## src/rtl/eca_job_seq_if.sv

```systemverilog
// Handshake bundle between the job sequencer (master) and the input buffer,
// bitmatrix memory and coding engine (slave).
interface eca_job_seq_if #(
   parameter int unsigned BM_MEM_ADDR_W = 8,
   parameter int unsigned CW            = 4
);
   logic                     inbuf_empty;
   logic                     inbuf_rd_rq;
   logic                     bm_rd_rq;
   logic [BM_MEM_ADDR_W-1:0] bm_rd_addr;
   logic                     bm_rd_data_val;
   logic                     eng_calc_en;
   logic                     bm_col_val;
   logic                     eng_data_used;
   logic                     outbuf_full;
   logic [CW-1:0]            eng_k;

   modport master (
      input  inbuf_empty, bm_rd_data_val, eng_data_used, outbuf_full,
      output inbuf_rd_rq, bm_rd_rq, bm_rd_addr, eng_calc_en, bm_col_val, eng_k
   );

   modport slave (
      output inbuf_empty, bm_rd_data_val, eng_data_used, outbuf_full,
      input  inbuf_rd_rq, bm_rd_rq, bm_rd_addr, eng_calc_en, bm_col_val, eng_k
   );
endinterface

```

## src/rtl/eca_job_seq.sv

```systemverilog
// Erasure-coding job sequencer: per packet pops the input buffer, then walks m parity rows,
// fetching one bitmatrix column per row and handing it to the engine.
module eca_job_seq #(
   parameter int unsigned K_MAX         = 8,
   parameter int unsigned M_MAX         = 4,
   parameter int unsigned BM_MEM_ADDR_W = 8,
   parameter int unsigned PKT_CNT_W     = 16,
   localparam int unsigned CW = $clog2((K_MAX > M_MAX) ? K_MAX : M_MAX) + 1
) (
   input  logic                     clk_i,
   input  logic                     rstn_i,
   input  logic                     start_i,
   input  logic                     abort_i,
   input  logic [CW-1:0]            k_val_i,
   input  logic [CW-1:0]            m_val_i,
   input  logic [PKT_CNT_W-1:0]     pkt_num_i,
   input  logic [BM_MEM_ADDR_W-1:0] bm_base_addr_i,
   eca_job_seq_if.master            job_bus,
   output logic                     busy_o,
   output logic                     done_o,
   output logic                     err_o,
   output logic [PKT_CNT_W-1:0]     pkt_cnt_o,
   output logic [CW-1:0]            row_idx_o
);

   localparam logic [CW-1:0] KMaxW = CW'(K_MAX);
   localparam logic [CW-1:0] MMaxW = CW'(M_MAX);

   typedef enum logic [2:0] {
      StIdle, StLoadPkt, StFetch, StWaitCol, StCalc, StNext, StDone
   } state_e;

   state_e                   state_q, state_d;
   logic [CW-1:0]            k_q, k_d;
   logic [CW-1:0]            m_q, m_d;
   logic [PKT_CNT_W-1:0]     num_q, num_d;
   logic [BM_MEM_ADDR_W-1:0] base_q, base_d;
   logic [PKT_CNT_W-1:0]     pkt_cnt_q, pkt_cnt_d;
   logic [CW-1:0]            row_q, row_d;
   logic                     err_q, err_d;
   logic                     col_q, col_d;

   logic                     cfg_bad;
   logic [PKT_CNT_W-1:0]     pkt_inc;
   logic                     inbuf_rd_rq;
   logic                     bm_rd_rq;
   logic                     eng_calc_en;
   logic                     done;

   assign cfg_bad = (k_val_i == '0) || (k_val_i > KMaxW) ||
                    (m_val_i == '0) || (m_val_i > MMaxW) ||
                    (pkt_num_i == '0);
   assign pkt_inc = pkt_cnt_q + PKT_CNT_W'(1);

   always_ff @(posedge clk_i or negedge rstn_i) begin
      if (!rstn_i) begin
         state_q   <= StIdle;
         k_q       <= '0;
         m_q       <= '0;
         num_q     <= '0;
         base_q    <= '0;
         pkt_cnt_q <= '0;
         row_q     <= '0;
         err_q     <= 1'b0;
         col_q     <= 1'b0;
      end else begin
         state_q   <= state_d;
         k_q       <= k_d;
         m_q       <= m_d;
         num_q     <= num_d;
         base_q    <= base_d;
         pkt_cnt_q <= pkt_cnt_d;
         row_q     <= row_d;
         err_q     <= err_d;
         col_q     <= col_d;
      end
   end

   always_comb begin
      state_d     = state_q;
      k_d         = k_q;
      m_d         = m_q;
      num_d       = num_q;
      base_d      = base_q;
      pkt_cnt_d   = pkt_cnt_q;
      row_d       = row_q;
      err_d       = err_q;
      col_d       = 1'b0;
      inbuf_rd_rq = 1'b0;
      bm_rd_rq    = 1'b0;
      eng_calc_en = 1'b0;
      done        = 1'b0;

      // Abort outranks every transition and silences all strobes in its cycle.
      if (abort_i && (state_q != StIdle)) begin
         state_d = StIdle;
      end else begin
         case (state_q)
            StIdle: begin
               if (start_i) begin
                  if (cfg_bad) begin
                     err_d = 1'b1;
                  end else begin
                     k_d       = k_val_i;
                     m_d       = m_val_i;
                     num_d     = pkt_num_i;
                     base_d    = bm_base_addr_i;
                     pkt_cnt_d = '0;
                     row_d     = '0;
                     err_d     = 1'b0;
                     state_d   = StLoadPkt;
                  end
               end
            end
            StLoadPkt: begin
               if (!job_bus.inbuf_empty && !job_bus.outbuf_full) begin
                  inbuf_rd_rq = 1'b1;
                  row_d       = '0;
                  state_d     = StFetch;
               end
            end
            StFetch: begin
               bm_rd_rq = 1'b1;
               state_d  = StWaitCol;
            end
            StWaitCol: begin
               if (job_bus.bm_rd_data_val) begin
                  col_d   = 1'b1;
                  state_d = StCalc;
               end
            end
            StCalc: begin
               eng_calc_en = ~job_bus.outbuf_full;
               if (eng_calc_en && job_bus.eng_data_used) begin
                  if (row_q == m_q - CW'(1)) begin
                     state_d = StNext;
                  end else begin
                     row_d   = row_q + CW'(1);
                     state_d = StFetch;
                  end
               end
            end
            StNext: begin
               pkt_cnt_d = pkt_inc;
               state_d   = (pkt_inc == num_q) ? StDone : StLoadPkt;
            end
            StDone: begin
               done    = 1'b1;
               state_d = StIdle;
            end
            default: state_d = StIdle;
         endcase
      end
   end

   assign job_bus.inbuf_rd_rq = inbuf_rd_rq;
   assign job_bus.bm_rd_rq    = bm_rd_rq;
   assign job_bus.bm_rd_addr  = bm_rd_rq ? (base_q + BM_MEM_ADDR_W'(row_q)) : '0;
   assign job_bus.eng_calc_en = eng_calc_en;
   assign job_bus.bm_col_val  = col_q & ~abort_i;
   assign job_bus.eng_k       = k_q;

   assign busy_o    = (state_q != StIdle);
   assign done_o    = done;
   assign err_o     = err_q;
   assign pkt_cnt_o = pkt_cnt_q;
   assign row_idx_o = row_q;

`ifndef SYNTHESIS
   a_strobe_excl: assert property (@(posedge clk_i) disable iff (!rstn_i)
      $onehot0({inbuf_rd_rq, bm_rd_rq, eng_calc_en, done}));
   a_no_calc_when_full: assert property (@(posedge clk_i) disable iff (!rstn_i)
      eng_calc_en |-> !job_bus.outbuf_full);
   a_row_in_range: assert property (@(posedge clk_i) disable iff (!rstn_i)
      busy_o |-> (row_q < m_q));
   a_done_then_idle: assert property (@(posedge clk_i) disable iff (!rstn_i)
      done |=> !busy_o);
`endif

endmodule

```

## src/flat_wrapper.sv

```systemverilog
// flat-port wrapper written by rule: the top's interface ports become plain ports
module eca_job_seq_flat 
#(
   parameter int unsigned K_MAX         = 8,
   parameter int unsigned M_MAX         = 4,
   parameter int unsigned BM_MEM_ADDR_W = 8,
   parameter int unsigned PKT_CNT_W     = 16,
   localparam int unsigned CW = $clog2((K_MAX > M_MAX) ? K_MAX : M_MAX) + 1
)
  (clk_i, rstn_i, start_i, abort_i, k_val_i, m_val_i, pkt_num_i, bm_base_addr_i, busy_o, done_o, err_o, pkt_cnt_o, row_idx_o, job_bus_inbuf_empty, job_bus_bm_rd_data_val, job_bus_eng_data_used, job_bus_outbuf_full, job_bus_inbuf_rd_rq, job_bus_bm_rd_rq, job_bus_bm_rd_addr, job_bus_eng_calc_en, job_bus_bm_col_val, job_bus_eng_k);
  eca_job_seq_if #(.BM_MEM_ADDR_W(BM_MEM_ADDR_W), .CW(($clog2((K_MAX > M_MAX) ? K_MAX : M_MAX) + 1))) job_bus_i ();
  input  logic clk_i;
  input  logic rstn_i;
  input  logic start_i;
  input  logic abort_i;
  input  logic [CW-1:0] k_val_i;
  input  logic [CW-1:0] m_val_i;
  input  logic [PKT_CNT_W-1:0] pkt_num_i;
  input  logic [BM_MEM_ADDR_W-1:0] bm_base_addr_i;
  output logic busy_o;
  output logic done_o;
  output logic err_o;
  output logic [PKT_CNT_W-1:0] pkt_cnt_o;
  output logic [CW-1:0] row_idx_o;
  input wire logic [$bits(job_bus_i.inbuf_empty)-1:0] job_bus_inbuf_empty;
  input wire logic [$bits(job_bus_i.bm_rd_data_val)-1:0] job_bus_bm_rd_data_val;
  input wire logic [$bits(job_bus_i.eng_data_used)-1:0] job_bus_eng_data_used;
  input wire logic [$bits(job_bus_i.outbuf_full)-1:0] job_bus_outbuf_full;
  output wire logic [$bits(job_bus_i.inbuf_rd_rq)-1:0] job_bus_inbuf_rd_rq;
  output wire logic [$bits(job_bus_i.bm_rd_rq)-1:0] job_bus_bm_rd_rq;
  output wire logic [$bits(job_bus_i.bm_rd_addr)-1:0] job_bus_bm_rd_addr;
  output wire logic [$bits(job_bus_i.eng_calc_en)-1:0] job_bus_eng_calc_en;
  output wire logic [$bits(job_bus_i.bm_col_val)-1:0] job_bus_bm_col_val;
  output wire logic [$bits(job_bus_i.eng_k)-1:0] job_bus_eng_k;
  assign job_bus_i.inbuf_empty = job_bus_inbuf_empty;
  assign job_bus_i.bm_rd_data_val = job_bus_bm_rd_data_val;
  assign job_bus_i.eng_data_used = job_bus_eng_data_used;
  assign job_bus_i.outbuf_full = job_bus_outbuf_full;
  assign job_bus_inbuf_rd_rq = job_bus_i.inbuf_rd_rq;
  assign job_bus_bm_rd_rq = job_bus_i.bm_rd_rq;
  assign job_bus_bm_rd_addr = job_bus_i.bm_rd_addr;
  assign job_bus_eng_calc_en = job_bus_i.eng_calc_en;
  assign job_bus_bm_col_val = job_bus_i.bm_col_val;
  assign job_bus_eng_k = job_bus_i.eng_k;
  eca_job_seq #(.K_MAX(K_MAX), .M_MAX(M_MAX), .BM_MEM_ADDR_W(BM_MEM_ADDR_W), .PKT_CNT_W(PKT_CNT_W)) u_core (.clk_i(clk_i), .rstn_i(rstn_i), .start_i(start_i), .abort_i(abort_i), .k_val_i(k_val_i), .m_val_i(m_val_i), .pkt_num_i(pkt_num_i), .bm_base_addr_i(bm_base_addr_i), .job_bus(job_bus_i), .busy_o(busy_o), .done_o(done_o), .err_o(err_o), .pkt_cnt_o(pkt_cnt_o), .row_idx_o(row_idx_o));
endmodule
```

## config.mk

```make
export PLATFORM = sky130hd
export DESIGN_NAME = eca_job_seq_flat
export DESIGN_NICKNAME = d
export VERILOG_FILES = /design/src/rtl/eca_job_seq_if.sv /design/src/rtl/eca_job_seq.sv /design/src/flat_wrapper.sv
export SDC_FILE = /design/constraint.sdc
export NUM_CORES = 1
export LEC_CHECK = 0
export BUFFER_PORTS_ARGS = -buffer_cell sky130_fd_sc_hd__buf_2
export CORE_MARGIN = 2
export CORE_UTILIZATION = 45
export CTS_BUF_LIST = sky130_fd_sc_hd__clkbuf_8
export CTS_CLUSTER_DIAMETER = 60
export DETAILED_ROUTE_END_ITERATION = 8
export GPL_TIMING_DRIVEN = 0
export PLACE_DENSITY = 0.76
export SYNTH_ARGS = -nofsm -noshare
export SYNTH_HDL_FRONTEND = slang
export SYNTH_SLANG_ARGS = --single-unit
```

## constraint.sdc

```tcl
create_clock -name clk_i -period 2.55 [get_ports clk_i]
set_input_delay 0.1275 -clock clk_i [delete_from_list [all_inputs] [get_ports clk_i]]
set_output_delay 0.1275 -clock clk_i [all_outputs]
set_load 0.02 [all_outputs]
```

### Yosys cells after proc, flatten, opt, wreduce, memory -nomap -nowiden

Index checks and enable logic that the tools add are counted.
Widths: inputs -> output; s select.

* muxes and demuxes: 32
* reductions and logical operators: 21
* add/subtract/negate cells: 4
* $lt $le $gt $ge: 2
* eq/ne operators: 18
* bitwise operators: 5

Operator list (number)
* $mux 16: 2
* $pmux 16 s2: 1
* $mux 3: 8
* $mux 4: 5
* $pmux 3 s6: 1
* $add 16x1->16 const B: 1
* $eq 16x16->1: 1
* $logic_not 16->1: 1
* $mux 1: 13
* $pmux 4 s3: 1
* $eq 3x3->1 const B: 3
* $add 8x4->8: 1
* $logic_not 4->1: 2
* $mux 8: 1
* $reduce_and 4->1: 2
* $reduce_and 7->1: 1
* $eq 3x2->1 const B: 2
* $ne 2x2->1 const B: 3
* $ne 3x1->1 const B: 2
* $ne 3x2->1 const B: 2
* $reduce_bool 3->1: 2
* $reduce_and 5->1: 1
* $add 4x1->4 const B: 1
* $eq 4x4->1: 1
* 14 further kinds: 24

* word-level logic and storage cells: 91
* output and inout port bits: 39
* register bits after elaboration: 57

### Longest topological paths before layout

Gate-level depths: netlist of run 1.

* depth in word-level cells: 9
* depth in mapped cells: 9

### Least setup slack after synthesis of run 1

Ideal clock, no wire load.

* kind: reg2reg
* start: register u_core.pkt_cnt_q[0] (netlist: u_core.pkt_cnt_o[0])
* end: register u_core.state_q[0]
* arrival: 2.144 ns
* clock period less this slack: 2.274 ns
* path slack: 0.276 ns
* buffers on the path: 0
* required time: 2.419 ns
* setup time: 0.131 ns
* stages on the path, launching flop included: 8
* cell sequence: dfrtp_1 -> ha_1 -> and3_2 -> nand3_1 -> xnor2_1 -> or4_4 -> nor3b_1 -> a31oi_1

* word-level cells in the longest chain between the ends: 5

Ends and longest elaborated chain
* from (decl): RTL line eca_job_seq.sv:38 `logic [PKT_CNT_W-1:0] pkt_cnt_q, pkt_cnt_d;`
* from (signal assigned): RTL line eca_job_seq.sv:72 `pkt_cnt_q <= pkt_cnt_d;`
* $add 16x1->16: RTL line eca_job_seq.sv:53 `assign pkt_inc = pkt_cnt_q + PKT_CNT_W'(1);`
* $eq 16x16->1: RTL line eca_job_seq.sv:145 `state_d = (pkt_inc == num_q) ? StDone : StLoadPkt;`
* $mux 3: RTL line eca_job_seq.sv:145
* $pmux 3 s6: RTL line eca_job_seq.sv:98 `case (state_q)`
* $mux 3: RTL line eca_job_seq.sv:95 `if (abort_i && (state_q != StIdle)) begin`
* to (signal assigned): RTL line eca_job_seq.sv:57 `state_q <= StIdle;`
* to (signal assigned): RTL line eca_job_seq.sv:67 `state_q <= state_d;`
* to (decl): RTL line eca_job_seq.sv:33 `state_e state_q, state_d;`

No other way between the ends.
A chain may end at the register's enable or synchronous reset.

### Final worst setup path of run 1

* start: register u_core.row_q[0] (netlist: u_core.row_idx_o[0])
* end: output port job_bus_bm_rd_addr[6]

* word-level cells in the longest chain between the ends: 2

Ends and longest elaborated chain
* from (decl): RTL line eca_job_seq.sv:39 `logic [CW-1:0] row_q, row_d;`
* from (signal assigned): RTL line eca_job_seq.sv:73 `row_q <= row_d;`
* $add 8x4->8: RTL line eca_job_seq.sv:158 `assign job_bus.bm_rd_addr = bm_rd_rq ? (base_q + BM_MEM_ADDR_W'(row_q)) : '0;`
* $mux 8: RTL line eca_job_seq.sv:158
* to (decl): RTL line flat_wrapper.sv:31 `output wire logic [$bits(job_bus_i.bm_rd_addr)-1:0] job_bus_bm_rd_addr;`

No other way between the ends.

==> flow_metrics.tcl, run 1 <==
set metrics [dict create \
    critPathArrivalTime_ns 2.29 \
    netlist_area_um2 3570 \
    path_clk_slew_ns 0.07 \
    ys_top_cells_by_count "57 x dfrtp_1, 34 x nor2_1, 33 x mux2_2, 29 x o21ai_0, 28 x nand2_1" \
    synth-warning-count 0 \
    netlist.top_cell.by_area "dfrtp_1" \
    setup-violations-final 0 \
    hp-class "primary input to flip-flop" \
    fin_crit_ns 2.41 \
    clock_sinks 57 \
    dp_hpwl_um 6680 \
    start_util_pct 46.3 \
    dp_slack_ns 0.149 \
    ys_seq_area_share_pct 39.9 \
    syn_nets 420 \
    drv_slew 0 \
    fmax_mhz 414 \
    dieWidth_um 93.1 \
    leakagePower_nw 2.09 \
    ios 79 \
    drt-wirelength-per-cell_um 15.7 \
    antenna_found_initial 0 \
    grt_use_total_pct 21.4 \
    vias 3214 \
    max_cap_violations 0 \
    setup_tns_ns 0 \
    tightest_slew_ns 0.975 \
    rows 32 \
    grt_pass1_vias 2972 \
    drcViolationCount 0 \
    drt-vias-per-instance 5.65 \
    nNetsFinal 510 \
    ys_types 54 \
    finish.utilization_pct 56.8 \
    yosys.cell_count.top_type "dfrtp_1" \
    synth_area_leaders "dfrtp_1 40%, mux2_2 10%, xnor2_1 5.4%, o21ai_0 4.1%, nor2_1 3.6%" \
    ys_async_sr_fraction_pct 100 \
    min_period_over_period_pct 94.6 \
    antenna_cells 0 \
    rsz0062_at_grt "no" \
    drive_gt1_share_pct 32.5 \
    cts_root_buf "clkbuf_8" \
    place.gp.congestion 0.914 \
    grt_max_degree 58 \
    dieHeight_um 93.1 \
    final_antenna_net_count 0 \
    grt_overflow 0 \
    drtIter0Drc 210 \
    max_slew_margin_pct 33.3 \
    port_buffers 78 \
    numCtsBuffers 9 \
    clkLatencyLatePin_ns 0.33 \
    criticalPathCategory "flip-flop to output port" \
    cts_buffer_depth 2 \
    end_kind "output port" \
    dr.pass1.iters 5 \
    post-route-cell-area_um2 4390 \
    wirelength_um 8910 \
    h-tree-depth 3 \
    crit_path_max_fanout 7 \
    cts_tree "done" \
    synth_edf_count 0 \
    synth-seq-cells 57 \
    hold_violations 0 \
    grt_pass1_wl_um 14400 \
    p_per_area_nw_per_um2 690 \
    outcome "complete, no violations" \
    clock_skew_ns 0.00480 \
    dieArea_um2 8670 \
    coreArea_um2 7730 \
    critical_path_required_ns 2.42 \
    max-vdd-ir-drop_uv 493 \
    syn_avg_cell_area_um2 9.61 \
    dpl-instance-area_um2 4090 \
    critPathLaunchType "flip-flop" \
    synth_top_area_share_pct 39.9 \
    syn_to_final_growth_pct 22.8 \
    fin_ws_ns 0.137 \
    synth_cells 372 \
    yosys_most_used_dff "dfrtp_1" \
]
## through the flow
| step | std cells | hold WS (ns) | power [mW] |
|---|---|---|---|
| 2_1_floorplan | 372 | -0.168 | 1.72 |
| 3_3_place_gp | 552 | 0.359 | 1.89 |
| 3_5_place_dp | 552 | 0.365 | 1.93 |
| 4_1_cts | 568 | 0.00527 | 3.05 |
| 5_1_grt | 569 | 0.0205 | 3.18 |
| 6_report | 569 | 0.0199 | 3.03 |
## routing by layer
layer / global-route usage (%) / wire, um / up-vias
met2: 32.4 / 4090 / 137
met3: 4.19 / 615 / 16
met5: 0 / 0 / -
met4: 9.07 / 199 / 0
li1: - / - / 1520
met1: 29.9 / 4000 / 1541
## cell families (layout without fill, tap and decap cells)
kind of cell / count (synthesis) / count (layout) / share of synthesized area (%)
AOI/OAI and AO/OA: 72 / 72 / 12.8
adders and majority gates: 8 / 8 / 3.01
muxes: 34 / 34 / 10.7
DFF: 57 / 57 / 39.9
and+or+nand+nor: 143 / 143 / 21.4
xor gates and xnor gates: 34 / 34 / 8.33
buffers and inverters: 24 / 119 / 3.89
## where the power goes
| part | total [mW] | switching (mW) | leakage [nW] | internal [mW] |
|---|---|---|---|---|
| sequential | 1.21 | 0.136 | 0.727 | 1.07 |
| combinational | 0.710 | 0.342 | 1.24 | 0.368 |
| clock | 1.11 | 0.380 | 0.129 | 0.730 |
| total | 3.03 | 0.857 | 2.09 | 2.17 |
## cell usage in the layout, fill, tap and decap left out, drive strengths merged, types with 9 or more instances in the layout
cell / count
a21oi: 9
xor2: 12
nor4: 10
dfrtp: 57
xnor2: 22
nand3: 14
clkbuf: 24
o21ai: 29
buf: 83
mux2: 33
nor2b: 10
nor2: 34
nor3: 16
nand2: 28
## worst max-delay path, cell delays in order (launching register included)
cell and delay (ns):
dfrtp_2 0.46, ha_1 0.25, fa_1 0.42, a21o_1 0.19, a21oi_2 0.20, o21ai_0 0.11
a21oi_1 0.13, buf_2 0.19
## final timing paths
kind | end | startpoint | slack [ns] | depth (start not counted)
worst max-delay path | job_bus_bm_rd_addr[6] | u_core.row_idx_o[0] | 0.14 | 7
worst min-delay path | u_core.col_q | job_bus_bm_rd_data_val | 0.02 | 3
worst max register to register | u_core.state_q[2] | u_core.pkt_cnt_o[0] | 0.23 | 7
worst min register to register | u_core.m_q[3] | u_core.m_q[3] | 0.51 | 1
max in group asynchronous | u_core.row_idx_o[0] | rstn_i | 1.67 | 2
min in group asynchronous | u_core.pkt_cnt_o[3] | rstn_i | 0.38 | 2
## final cells by class
type	count	area (um^2)
plain buffers	17	113
clock buffers	12	165
clock inverters	4	97.6
fillers	696	3340
inverters	7	26.3
multi-input cells	291	2030
flip-flops and latches	57	1430
well taps	102	128
repair buffers	79	403
## sequential cells by signal, indices dropped and copies added (netlist names)
signal	flops
u_core.base_q	8
u_core.col_q	1
u_core.err_o	1
u_core.job_bus.eng_k	4
u_core.m_q	4
u_core.num_q	16
u_core.pkt_cnt_o	16
u_core.row_idx_o	4
u_core.state_q	3
## what timing repair did
| item | in CTS | in global routing |
|---|---|---|
| endpoints found under the setup margin | 0 | 7 |
| gates resized for setup | 0 | 6 |
| hold endpoints to repair | 0 | 57 |
| hold buffers | 0 | 1 |
| setup buffers | 0 | 0 |
(Power assumes the default switching activity.)
==> inputs of run 2 (changes only) <==
--- a/config.mk
+++ b/config.mk
@@ -6,6 +6,7 @@
 export NUM_CORES = 1
 export LEC_CHECK = 0
 export BUFFER_PORTS_ARGS = -buffer_cell sky130_fd_sc_hd__buf_2
+export CORE_ASPECT_RATIO = 1.5
 export CORE_MARGIN = 2
 export CORE_UTILIZATION = 45
 export CTS_BUF_LIST = sky130_fd_sc_hd__clkbuf_8
==> flow_metrics.tcl, run 2 (synthesis gave the netlist of run 1 again) <==
set metrics [dict create \
    outcome "complete, no violations" \
    reg2reg_from "u_core.pkt_cnt_o[0]" \
    clock_skew_ns 0.00677 \
    start_util_pct 46.7 \
    place.gp.congestion 0.920 \
    crit_path_max_fanout 7 \
    max_slew_margin_pct 40.3 \
    path_clk_slew_ns 0.06 \
    layout_common_cells "82 x buf_2, 56 x dfrtp_1, 34 x nor2_1" \
    drt-wirelength-per-cell_um 15.8 \
    syn_to_final_growth_pct 22.6 \
    end_kind "output port" \
    clkLatencyLatePin_ns 0.35 \
    fin_cells 574 \
    r2r_slack_ns 0.19 \
    dp_slack_ns 0.125 \
    dr.pass1.iters 4 \
    final_antenna_net_count 0 \
    fmax_mhz 416 \
    antenna_cells 0 \
    grt_max_degree 58 \
    layout_commonest_cell "buf_2" \
    setup_tns_ns 0 \
    finish.utilization_pct 57.2 \
    critPathLaunchType "flip-flop" \
    rows 39 \
    tightest_slew_ns 0.873 \
    hp-class "primary input to flip-flop" \
    cts_root_buf "clkbuf_8" \
    crit_start "u_core.row_idx_o[0]" \
    dpl-instance-area_um2 4090 \
    clock_sinks 57 \
    wirelength_um 9050 \
    vias 3229 \
    critPathArrivalTime_ns 2.28 \
    leakagePower_nw 2.09 \
    antenna_found_initial 0 \
    nNetsFinal 515 \
    post-route-cell-area_um2 4380 \
    numCtsBuffers 9 \
    port_buffers 78 \
    setup-violations-final 0 \
    grt_pass1_wl_um 15100 \
    grt_use_total_pct 22.1 \
    critical_path_required_ns 2.42 \
    reg2regPathDepth 7 \
    max-vdd-ir-drop_uv 505 \
    coreArea_um2 7660 \
    hold_slack_ns 0.0161 \
    endpoint "job_bus_bm_rd_addr[6]" \
    hold_violations 0 \
    dieArea_um2 8690 \
    cts_buffer_depth 2 \
    dp_hpwl_um 6810 \
    min_period_over_period_pct 94.2 \
    h-tree-depth 3 \
    grt_overflow 0 \
    fin_crit_ns 2.40 \
    p_per_area_nw_per_um2 642 \
    drtIter0Drc 139 \
    drive_gt1_share_pct 31.6 \
    dp.cells 552 \
    criticalPathCategory "flip-flop to output port" \
    reg2reg_to "u_core.state_q[2]" \
    drcViolationCount 0 \
    rsz0062_at_grt "no" \
    dieHeight_um 113 \
    drv_slew 0 \
    fill_cells 669 \
    post_cts_buffers 0 \
    dieWidth_um 76.8 \
    cts_tree "done" \
    max_cap_violations 0 \
    ios 79 \
    fin_ws_ns 0.147 \
    drt-vias-per-instance 5.63 \
    power_mw 2.81 \
    grt_pass1_vias 3217 \
]
run 2: area by class of cell:
| type | instances | area (um^2) | area share [%] |
|---|---|---|---|
| Buffer | 17 | 113 | 2.57 |
| Clock buffer | 12 | 165 | 3.77 |
| Clock inverter | 4 | 42.5 | 0.970 |
| Inverter | 7 | 26.3 | 0.599 |
| Multi-Input combinational cell | 291 | 2030 | 46.3 |
| Sequential cell | 57 | 1430 | 32.6 |
| Tap cell | 102 | 128 | 2.91 |
| Timing Repair Buffer | 84 | 453 | 10.3 |
run 2: worst min-delay path by stage:
| stage | cells after the start | slack, ns | endpoint | from |
|---|---|---|---|---|
| 2_1_floorplan | 0 | -0.17 | u_core.base_q[0] | rstn_i |
| 3_3_place_gp | 2 | 0.36 | u_core.base_q[3] | bm_base_addr_i[3] |
| 3_5_place_dp | 2 | 0.36 | u_core.base_q[5] | bm_base_addr_i[5] |
| 4_1_cts | 2 | 0.001 | u_core.base_q[7] | bm_base_addr_i[7] |
| 5_1_grt | 2 | 0.005 | u_core.base_q[7] | bm_base_addr_i[7] |
| 6_report | 2 | 0.02 | u_core.base_q[7] | bm_base_addr_i[7] |
run 2: what timing repair did:
| action | 4_1_cts | 5_1_grt |
|---|---|---|
| resized for setup | 0 | 5 |
| hold endpoints to repair | 5 | 57 |
| setup endpoints to repair | 0 | 6 |
| hold buffers | 5 | 1 |
run 2: critical path: stages, from the launching register on:
cell     delay, ns
dfrtp_2       0.46
ha_1          0.25
fa_1          0.41
a21o_1        0.19
a21oi_2       0.18
o21ai_0       0.11
a21oi_1       0.14
buf_2         0.19
run 2: report_power, final:
| group | internal, mW | switching (mW) |
|---|---|---|
| combinational | 0.377 | 0.349 |
| clock | 0.522 | 0.361 |
| sequential | 1.07 | 0.132 |
| total | 1.97 | 0.842 |
run 2: routing by layer:
| layer | wire, um | global-route usage [%] | vias to the layer above |
|---|---|---|---|
| met5 | 0 | 0 | - |
| met1 | 3510 | 24.3 | 1542 |
| met4 | 364 | 12.8 | 0 |
| li1 | - | - | 1527 |
| met3 | 488 | 5.10 | 35 |
| met2 | 4690 | 38.5 | 125 |
==> inputs of run 3 (changes only) <==
--- a/config.mk
+++ b/config.mk
@@ -5,7 +5,7 @@
 export SDC_FILE = /design/constraint.sdc
 export NUM_CORES = 1
 export LEC_CHECK = 0
-export BUFFER_PORTS_ARGS = -buffer_cell sky130_fd_sc_hd__buf_2
+export BUFFER_PORTS_ARGS = -buffer_cell sky130_fd_sc_hd__clkbuf_2
 export CORE_ASPECT_RATIO = 1.5
 export CORE_MARGIN = 2
 export CORE_UTILIZATION = 45
==> constraint.sdc (replaced) <==
create_clock -name clk_i -period 3.05 [get_ports clk_i]
set_input_delay 0.1525 -clock clk_i [delete_from_list [all_inputs] [get_ports clk_i]]
set_output_delay 0.1525 -clock clk_i [all_outputs]
set_load 0.02 [all_outputs]
==> flow_metrics.tcl, run 3 (synthesis gave the netlist of run 1 again) <==
set metrics [dict create \
    outcome "complete, no violations" \
    dieHeight_um 113 \
    cts_root_buf "clkbuf_8" \
    h-tree-depth 3 \
    setup_tns_ns 0 \
    dp_hpwl_um 7010 \
    rsz0062_at_grt "no" \
    crit_slowest_cell "dfrtp_1" \
    coreArea_um2 7660 \
    nNetsFinal 510 \
    cts_buffer_depth 2 \
    final_antenna_net_count 0 \
    cp_common_cell "a21oi_1" \
    grt_use_total_pct 22.4 \
    place.gp.congestion 0.900 \
    clock_sinks 57 \
    vias 3158 \
    max-vdd-ir-drop_uv 307 \
    clock_skew_ns 0.00843 \
    post-route-cell-area_um2 4300 \
    fin_crit_ns 2.55 \
    grt_pass1_wl_um 15100 \
    layout_commonest_cell "clkbuf_2" \
    grt_pass1_vias 3280 \
    criticalPathCategory "flip-flop to output port" \
    dpl-instance-area_um2 4100 \
    critical_path_required_ns 2.90 \
    path_buf_inv 1 \
    cts_resized 0 \
    clkLatencyLatePin_ns 0.36 \
    path_clk_slew_ns 0.06 \
    max_slew_margin_pct 17.2 \
    cts_hold_buf 1 \
    drv_slew 0 \
    drive_gt1_share_pct 31.1 \
    ios 79 \
    numCtsBuffers 9 \
    drtIter0Drc 107 \
    leakagePower_nw 2.04 \
    drt-vias-per-instance 5.56 \
    min_period_over_period_pct 83.7 \
    cp_cell_sequence "ha_1, fa_1, a21o_1, a21oi_1, o21ai_0, a21oi_1, clkbuf_2" \
    cts_tree "done" \
    hold_violations 0 \
    port_buffers 78 \
    drt-wirelength-per-cell_um 16.3 \
    critPathArrivalTime_ns 2.40 \
    hp-class "primary input to flip-flop" \
    layout_common_cells "79 x clkbuf_2, 57 x dfrtp_1, 34 x nor2_1" \
    dieWidth_um 76.8 \
    fmax_mhz 392 \
    rows 39 \
    p_per_area_nw_per_um2 541 \
    max_cap_violations 0 \
    antenna_found_initial 0 \
    dieArea_um2 8690 \
    crit_path_max_fanout 7 \
    syn_to_final_growth_pct 20.3 \
    tightest_slew_ns 1.23 \
    drcViolationCount 0 \
    start_util_pct 46.7 \
    setup-violations-final 0 \
    wirelength_um 9270 \
    grt_overflow 0 \
    end_kind "output port" \
    cpPeakStageDelay_ns 0.48 \
    post_cts_buffers 0 \
    critPathLaunchType "flip-flop" \
    critPathTopFamily "adder cells" \
    antenna_cells 0 \
    grt_max_degree 58 \
    dr.pass1.iters 5 \
]
## run 3: final timing paths
kind,startpoint,depth (start not counted),slack (ns),end
min in group asynchronous,rstn_i,2,0.45,u_core.pkt_cnt_o[5]
max in group asynchronous,rstn_i,2,2.09,u_core.row_idx_o[0]
hold reg to reg,u_core.job_bus.eng_k[1],1,0.51,u_core.job_bus.eng_k[1]
setup reg to reg,u_core.pkt_cnt_o[0],7,0.58,u_core.state_q[2]
hold / removal,job_bus_bm_rd_data_val,3,0.03,u_core.col_q
setup / recovery,u_core.row_idx_o[0],7,0.50,job_bus_bm_rd_addr[6]
## run 3: through the flow
stage	power [mW]	hold WS, ns	worst slack, ns	cells	util [%]
global placement	1.58	0.384	0.626	552	53.4
detailed placement	1.62	0.320	0.614	552	53.5
floorplan	1.44	-0.143	0.776	372	-
global route	2.45	0.0246	0.404	568	56.1
finish	2.33	0.0259	0.498	568	56.1
CTS	2.35	0.0192	0.472	568	56.1
## run 3: power breakdown
| group | switching [mW] | internal [mW] |
|---|---|---|
| clock network | 0.316 | 0.411 |
| logic | 0.283 | 0.308 |
| registers | 0.112 | 0.898 |
## run 3: area by class of cell
class	count	area, um^2
flip-flops and latches	57	1430
repair buffers	79	403
plain buffers	17	113
fillers	729	3360
well taps	102	128
inverters	7	26.3
clock buffers	11	151
clock inverters	4	43.8
multi-input cells	291	2010
## run 3: layer usage
metal,vias up,routed length (um),GRT usage (%)
met5,-,0,0
met4,0,350,14.8
li1,1517,-,-
met2,115,4870,40.4
met3,29,588,4.31
met1,1497,3460,23.5
## run 3: worst register-to-register path, cell delays in order (launching register included)
cell and delay (ns):
dfrtp_1 0.48, ha_1 0.37, and3_2 0.25, nand3_1 0.14, xnor2_1 0.17, or4_4 0.56
nand4bb_1 0.27, o21ai_0 0.15
